## config.mk

```make
export PLATFORM = sky130hd
export DESIGN_NAME = sdp_core_split_flat
export DESIGN_NICKNAME = d
export VERILOG_FILES = /design/src/rtl/sdp_core_split_if.sv /design/src/rtl/sdp_core_split.sv /design/src/flat_wrapper.sv
export SDC_FILE = /design/constraint.sdc
export NUM_CORES = 1
export LEC_CHECK = 0
export BUFFER_PORTS_ARGS = -buffer_cell sky130_fd_sc_hd__buf_2
export CAP_MARGIN = 20
export CORE_AREA = 3 3 256 258
export DETAILED_ROUTE_END_ITERATION = 6
export DIE_AREA = 0 0 259 261
export HOLD_SLACK_MARGIN = 0.1
export PLACE_DENSITY = 0.65
export SLEW_MARGIN = 10
export SYNTH_ARGS = -nofsm -noshare
export SYNTH_HDL_FRONTEND = slang
export SYNTH_SLANG_ARGS = --single-unit
```

## constraint.sdc

```tcl
create_clock -name nvdla_core_clk -period 29.9 [get_ports nvdla_core_clk]
set_clock_uncertainty 0.1 [all_clocks]
set_input_delay 1.495 -clock nvdla_core_clk [delete_from_list [all_inputs] [get_ports nvdla_core_clk]]
set_output_delay 1.495 -clock nvdla_core_clk [all_outputs]
set_load 0.02 [all_outputs]
```

## src/rtl/sdp_core_split_if.sv

```systemverilog
// Handshake bundle for the SDP wide-to-narrow splitter: one wide input word
// channel and one narrow output beat channel, both valid/ready.
interface sdp_core_split_if #(
  parameter int IW = 512,
  parameter int OW = 128
);
  logic          inp_pvld;
  logic          inp_prdy;
  logic [IW-1:0] inp_data;
  logic [3:0]    inp_nbeat;
  logic          out_pvld;
  logic          out_prdy;
  logic [OW-1:0] out_data;
  logic          out_last;
  logic [3:0]    out_beat;

  // master: the environment around the splitter (word producer + beat consumer)
  modport master (
    output inp_pvld, inp_data, inp_nbeat, out_prdy,
    input  inp_prdy, out_pvld, out_data, out_last, out_beat
  );

  // slave: the splitter itself
  modport slave (
    input  inp_pvld, inp_data, inp_nbeat, out_prdy,
    output inp_prdy, out_pvld, out_data, out_last, out_beat
  );
endinterface

```

## src/rtl/sdp_core_split.sv

```systemverilog
// Width-down converter: holds one IW-bit word and streams it out as up to
// RATIO OW-bit beats, LSB segment first, with zero-bubble word handoff.
module sdp_core_split #(
  parameter int IW    = 512,
  parameter int OW    = 128,
  parameter int RATIO = IW / OW
) (
  input  logic             nvdla_core_clk,
  input  logic             nvdla_core_rstn,
  sdp_core_split_if.slave  bus
);

  localparam logic [3:0] NBEAT_MAX = 4'(RATIO - 1);

  if (!((RATIO == 1) || (RATIO == 2) || (RATIO == 4) || (RATIO == 8) || (RATIO == 16))
      || (RATIO * OW != IW)) begin : g_bad_ratio
    $error("sdp_core_split: RATIO must be 1, 2, 4, 8 or 16 with IW == RATIO*OW");
  end

  logic          hold_q, hold_d;
  logic [3:0]    cnt_q, cnt_d;
  logic [3:0]    nbeat_q, nbeat_d;
  logic [IW-1:0] data_q, data_d;

  logic          out_last_s;
  logic          inp_prdy_s;
  logic          inp_acc_s;
  logic          out_acc_s;
  logic [3:0]    nbeat_clamp_s;
  logic [OW-1:0] seg_s;

  // Handshake qualifiers; a last-beat transfer frees the holder in the same cycle
  always_comb begin
    out_last_s    = hold_q & (cnt_q == nbeat_q);
    inp_prdy_s    = ~hold_q | (bus.out_prdy & out_last_s);
    inp_acc_s     = bus.inp_pvld & inp_prdy_s;
    out_acc_s     = hold_q & bus.out_prdy;
    nbeat_clamp_s = (bus.inp_nbeat > NBEAT_MAX) ? NBEAT_MAX : bus.inp_nbeat;
  end

  // Beat selector: segment cnt_q of the held word
  always_comb begin
    seg_s = data_q[OW-1:0];
    for (int k = 0; k < RATIO; k++) begin
      seg_s = (cnt_q == 4'(k)) ? data_q[k*OW +: OW] : seg_s;
    end
  end

  // Next-state: a new word load wins over the beat advance of the same cycle
  always_comb begin
    hold_d  = hold_q;
    cnt_d   = cnt_q;
    nbeat_d = nbeat_q;
    data_d  = data_q;
    if (inp_acc_s) begin
      hold_d  = 1'b1;
      cnt_d   = 4'd0;
      nbeat_d = nbeat_clamp_s;
      data_d  = bus.inp_data;
    end else if (out_acc_s) begin
      if (out_last_s) begin
        hold_d = 1'b0;
        cnt_d  = 4'd0;
      end else begin
        cnt_d  = cnt_q + 4'd1;
      end
    end else begin
      hold_d = hold_q;
    end
  end

  // Control state register
  always_ff @(posedge nvdla_core_clk or negedge nvdla_core_rstn) begin
    if (!nvdla_core_rstn) begin
      hold_q  <= 1'b0;
      cnt_q   <= 4'd0;
      nbeat_q <= 4'd0;
    end else begin
      hold_q  <= hold_d;
      cnt_q   <= cnt_d;
      nbeat_q <= nbeat_d;
    end
  end

  // Word payload; content is meaningless while the holder is empty, so no reset
  always_ff @(posedge nvdla_core_clk) begin
    data_q <= data_d;
  end

  assign bus.out_pvld = hold_q;
  assign bus.out_data = seg_s;
  assign bus.out_beat = cnt_q;
  assign bus.out_last = out_last_s;
  assign bus.inp_prdy = inp_prdy_s;

endmodule

```

## src/flat_wrapper.sv

```systemverilog
// flat-port wrapper written by rule: the top's interface ports become plain ports
module sdp_core_split_flat 
#(
  parameter int IW    = 512,
  parameter int OW    = 128,
  parameter int RATIO = IW / OW
)
  (nvdla_core_clk, nvdla_core_rstn, bus_inp_pvld, bus_inp_data, bus_inp_nbeat, bus_out_prdy, bus_inp_prdy, bus_out_pvld, bus_out_data, bus_out_last, bus_out_beat);
  sdp_core_split_if #(.IW(IW), .OW(OW)) bus_i ();
  input  logic nvdla_core_clk;
  input  logic nvdla_core_rstn;
  input wire logic [$bits(bus_i.inp_pvld)-1:0] bus_inp_pvld;
  input wire logic [$bits(bus_i.inp_data)-1:0] bus_inp_data;
  input wire logic [$bits(bus_i.inp_nbeat)-1:0] bus_inp_nbeat;
  input wire logic [$bits(bus_i.out_prdy)-1:0] bus_out_prdy;
  output wire logic [$bits(bus_i.inp_prdy)-1:0] bus_inp_prdy;
  output wire logic [$bits(bus_i.out_pvld)-1:0] bus_out_pvld;
  output wire logic [$bits(bus_i.out_data)-1:0] bus_out_data;
  output wire logic [$bits(bus_i.out_last)-1:0] bus_out_last;
  output wire logic [$bits(bus_i.out_beat)-1:0] bus_out_beat;
  assign bus_i.inp_pvld = bus_inp_pvld;
  assign bus_i.inp_data = bus_inp_data;
  assign bus_i.inp_nbeat = bus_inp_nbeat;
  assign bus_i.out_prdy = bus_out_prdy;
  assign bus_inp_prdy = bus_i.inp_prdy;
  assign bus_out_pvld = bus_i.out_pvld;
  assign bus_out_data = bus_i.out_data;
  assign bus_out_last = bus_i.out_last;
  assign bus_out_beat = bus_i.out_beat;
  sdp_core_split #(.IW(IW), .OW(OW), .RATIO(RATIO)) u_core (.nvdla_core_clk(nvdla_core_clk), .nvdla_core_rstn(nvdla_core_rstn), .bus(bus_i));
endmodule
```

# After elaboration in Yosys (flattened, before gate mapping)
# Cells that the tools add are included.
op_classes:
  add_sub_neg: 1
  order_cmp: 1
  n_bitwise: 6
  eq_ne: 4
  reduce_logical: 3
  n_mux: 10
ops:
  columns: ["cell", "n"]
  rows:
  - ["$mux 128", 3]
  - ["$mux 4", 4]
  - ["$eq 4x2->1 const B", 2]
  - ["$add 4x1->4 const B", 1]
  - ["$and 1x1->1", 4]
  - ["$eq 4x1->1 const B", 1]
  - ["$eq 4x4->1", 1]
  - ["$gt 4x2->1 const B", 1]
  - ["$reduce_bool 2->1", 2]
  - ["$mux 1", 3]
  - ["$reduce_and 2->1", 1]
  - ["$not 1->1", 1]
  - ["$or 1x1->1", 1]
word_totals:
  ff_bits: 521
  inputBits: 520
  elab_cells: 29

# Longest topological paths before layout
depth:
  word_depth: 7
  mapped_depth: 8

# Least setup slack after synthesis
# Ideal clock, no wire load.
synth_timing:
  kind: "in2reg"
  from: "input bus_out_prdy"
  to: "register u_core.data_q[0], enable pin"
  slack_ps: 14990
  setup_time_ps: 941
  required_time_ps: 28859
  path_stages: 4
  n_path_buf: 1
  t_arrival_ps: 13869
  cell_sequence: "clkbuf_1 > inv_1 > o21ai_1 > and2_1"
synth_between:
  elab_chain_cells: 3
synth_rtl:
  columns: ["element", "line_no", "text"]
  rows:
  - ["from (decl)", "flat_wrapper.sv:15", "input wire logic [$bits(bus_i.out_prdy)-1:0] bus_out_prdy;"]
  - ["$and 1x1->1", "sdp_core_split.sv:35", "inp_prdy_s = ~hold_q | (bus.out_prdy & out_last_s);"]
  - ["$or 1x1->1", "sdp_core_split.sv:35", null]
  - ["via bus_inp_prdy", "flat_wrapper.sv:16", "output wire logic [$bits(bus_i.inp_prdy)-1:0] bus_inp_prdy;"]
  - ["$and 1x1->1", "sdp_core_split.sv:36", "inp_acc_s = bus.inp_pvld & inp_prdy_s;"]
  - ["to (signal assigned)", "sdp_core_split.sv:87", "data_q <= data_d;"]
  - ["to (decl)", "sdp_core_split.sv:23", "logic [IW-1:0] data_q, data_d;"]
# The timed path passes the listed nets, and every way through them passes these cells.
# A chain may end at the register's enable or synchronous reset.

# Worst setup path in the final report
layout_timing:
  from: "input bus_out_prdy"
  to: "register u_core.data_q[91], enable pin"
layout_between:
  elab_chain_cells: 3
layout_rtl:
  columns: ["element", "line_no"]
  rows:
  - ["$and 1x1->1", "sdp_core_split.sv:35"]
  - ["$or 1x1->1", "sdp_core_split.sv:35"]
  - ["$and 1x1->1", "sdp_core_split.sv:36"]
# No other way between the ends.

==> summary.md <==
| Metric | Value |
|---|---|
| Finish-stage setup viols | `0` |
| Crit-path cells | `buf_2 > inv_1 > o21ai_1 > and2_4 > buf_4 > buf_4 > buf_4` |
| Fin Hold WS | `0.4550 ns` |
| Multi-input logic area | `3915 µm²` |
| Num rows | `92` |
| Worst Path Arrival | `5.54 ns` |
| Violated checks | `design-rule violations` |
| GRT overflow | `0` |
| Fmax achieved | `183.5 MHz` |
| Ys async rst share | `0.01727` |
| Vias per inst | `4.706` |
| Layout cell share with drive strength beyond 1 | `0.3761` |
| Family with the most delay on the worst path | `buffers and inverters` |
| Hold buffers post-CTS | `0` |
| Wire length per cell | `19.93 µm` |
| Resize count post-CTS | `0` |
| Worst VDD drop | `0.04978 mV` |
| Pwr/cell area | `62.94 nW/µm²` |
| Routed Antenna Nets | `0` |
| Core ar. | `63200 µm²` |
| Fin nets | `2468` |
| Pleak | `9.348 nW` |
| Seq cells post-synth | `521` |
| Root Buffer Master | `clkbuf_16` |
| Initial antenna violation count | `21` |
| Setup crit end kind | `flip-flop` |
| DRT Wirelength | `56.69 mm` |
| Post-synthesis sequential area ratio | `0.7828` |
| Switching share of power | `0.2350` |
| Post-synth EDFFs | `512` |
| Final hold vios | `0` |
| Clock latency on the worst-skew pair | `0.58 ns` |
| Non-Filler Instances | `2844` |
| Number of global-route vias before repair | `13430` |
| Seq pwr share | `0.509` |
| Syn Area/Cell | `15.24 µm²` |
| IO buf count | `654` |
| Residual DRC | `1` |
| Post-CTS setup buffers | `0` |
| Reg2reg setup slack | `24.56 ns` |
| Minimum clock period | `5.450 ns` |
| Vias | `13380` |
| H-tree levels | `2` |
| # clock sinks | `521` |
| HPWL Detailed | `39.59 mm` |
| Worst EP required | `29.99 ns` |
| Syn nets | `1831` |
| CTS buffer count | `54` |
| RSZ-0062 raised after global routing | `no` |
| Ports | `655` |
| Die Footprint | `67600 µm²` |
| WS Path Type | `primary input to flip-flop` |
| Ys flop type | `edfxtp_1` |
| Internal power | `1.236 mW` |
| Worst path most repeated cell | `buf_4` |
| Synth unique cells | `32` |
| P&R area growth vs syn | `28.85%` |
| Status | `finished, violations left` |
| Slew Limit Fails | `0` |
| Setup TNS | `0 ns` |
| DRT iter0 DRCs | `1223` |
| Worst-Margin Slew | `1.057 ns` |
| CTS clk-pin slew, worst paths | `0.06 ns` |
| Die width | `259 µm` |
| Die H | `261 µm` |
| CTS tree | `built` |
| Worst path max stage delay | `0.91 ns` |
| Global Route Usage Sum | `0.1570` |
| Slowest cell on the critical path | `buf_4` |
| Yosys warning count | `0` |
| Post-layout power | `1.616 mW` |
| Starting Density | `0.3153` |
| CP Launch Type | `primary input` |
| Inst Count DP | `2735` |
| First-pass GRT wire length | `80.91 mm` |
| Gpl congestion | `0.8982` |
| Max Root-Sink Buffers | `3` |
| Hold/Removal Path Class | `flip-flop to flip-flop` |
| Largest fanout on the critical path | `84` |
| Post-synthesis cell area | `19930 µm²` |
| Psw | `379.8 µW` |
| # fillers | `5811` |
| Synth Instances | `1308` |
| Clock share of power | `0.392` |
| Period Utilization, post-route | `0.1823` |
| Router iterations before antenna repair | `7` |
| Max Cap Viol | `0` |
| CP bufs+invs | `5` |
| Register area | `15600 µm²` |
| Slew headroom | `0.2955` |
| Comb power frac | `0.099` |
| Pin count of the biggest net entering global routing | `156` |
==> synthesized netlist by cell type (3+ instances only) <==
cell	n	share of area
edfxtp_1	512	0.77
o21ai_0	236	0.059
nand2_1	138	0.026
nor2b_1	130	0.041
a211oi_1	128	0.048
clkbuf_1	48	0.0090
o21ai_1	25	0.0063
buf_2	24	0.0060
buf_4	14	0.0053
dfrtp_1	9	0.011
inv_1	6	0.0011
xnor2_1	4	0.0018
and2_1	3	0.00094
ha_1	3	0.0019
==> flip-flops by register name (all words and copies together) (netlist names) <==
register             cells
u_core.bus.out_pvld      1
u_core.bus.out_beat      4
u_core.nbeat_q           4
u_core.data_q          512
==> routing by layer <==
metal  track usage  wire (µm)
met3       0.04274       4646
met2        0.2750      29020
met4       0.05105       1372
met1        0.1877      21560
met5             0         90
==> power groups by stage <==
| stage | logic (mW) | clock network, mW | registers (mW) |
|---|---|---|---|
| 5_1_grt | 0.174 | 0.684 | 0.823 |
| 3_3_place_gp | 0.159 | 0 | 0.837 |
| 2_1_floorplan | 0.0800 | 0 | 0.843 |
| 6_report | 0.159 | 0.634 | 0.823 |
| 4_1_cts | 0.162 | 0.654 | 0.822 |
| 3_5_place_dp | 0.161 | 0 | 0.838 |
==> logic make-up (layout without fill, tap and decap cells) <==
| kind of cell | count (synthesis) | count (layout) | share of synthesized area |
|---|---|---|---|
| other | 0 | 12 | 0 |
| AO/OA/AOI/OAI | 400 | 400 | 0.1180 |
| AND/OR/NAND/NOR | 284 | 284 | 0.07265 |
| adder cells (fa/ha/maj) | 3 | 3 | 0.001884 |
| buffers and inverters | 94 | 772 | 0.02185 |
| multiplexers | 2 | 2 | 0.001005 |
| flip-flops | 521 | 521 | 0.7828 |
| XOR/XNOR | 4 | 4 | 0.001758 |
==> placed cells by master, fill, tap and decap left out, types with 3 or more instances in the layout <==
| cell type | instances |
|---|---|
| buf_2 | 654 |
| edfxtp_1 | 512 |
| o21ai_0 | 236 |
| nand2_1 | 136 |
| nor2b_1 | 130 |
| a211oi_1 | 128 |
| clkbuf_16 | 55 |
| o21ai_1 | 25 |
| clkinv_1 | 16 |
| buf_4 | 14 |
| diode_2 | 12 |
| clkbuf_1 | 11 |
| dfrtp_1 | 9 |
| clkinv_2 | 8 |
| inv_1 | 6 |
| xnor2_1 | 4 |
| and2_4 | 3 |
| ha_1 | 3 |
| bufinv_16 | 3 |
==> metrics by stage <==
step	worst slack, ns	instance area, µm²	util
floorplan	14.99	19930	-
global placement	24.01	23990	0.3797
detailed placement	23.88	23990	0.3797
CTS	24.53	25650	0.4058
global route	24.13	25670	0.4062
finish	24.45	25680	0.4063
==> final timing paths <==
check,from,end,cells past startpoint
min in group asynchronous,nvdla_core_rstn,u_core.nbeat_q[1],1
max,bus_out_prdy,u_core.data_q[91],7
max reg2reg,u_core.bus.out_beat[2],u_core.data_q[91],7
min,u_core.nbeat_q[3],u_core.nbeat_q[3],1
max in group asynchronous,nvdla_core_rstn,u_core.bus.out_beat[0],1
min reg2reg,u_core.nbeat_q[3],u_core.nbeat_q[3],1
==> final cells by class <==
| class | instances | area share |
|---|---|---|
| clock inverter | 31 | 0.009161 |
| clock buffer | 66 | 0.05521 |
| antenna | 12 | 0.001169 |
| multi-input combinational | 693 | 0.1525 |
| sequential | 521 | 0.6075 |
| timing repair buffer | 669 | 0.1323 |
| inverter | 6 | 0.0008771 |
| tap | 846 | 0.04122 |
Power figures use the tool's default switching activity.
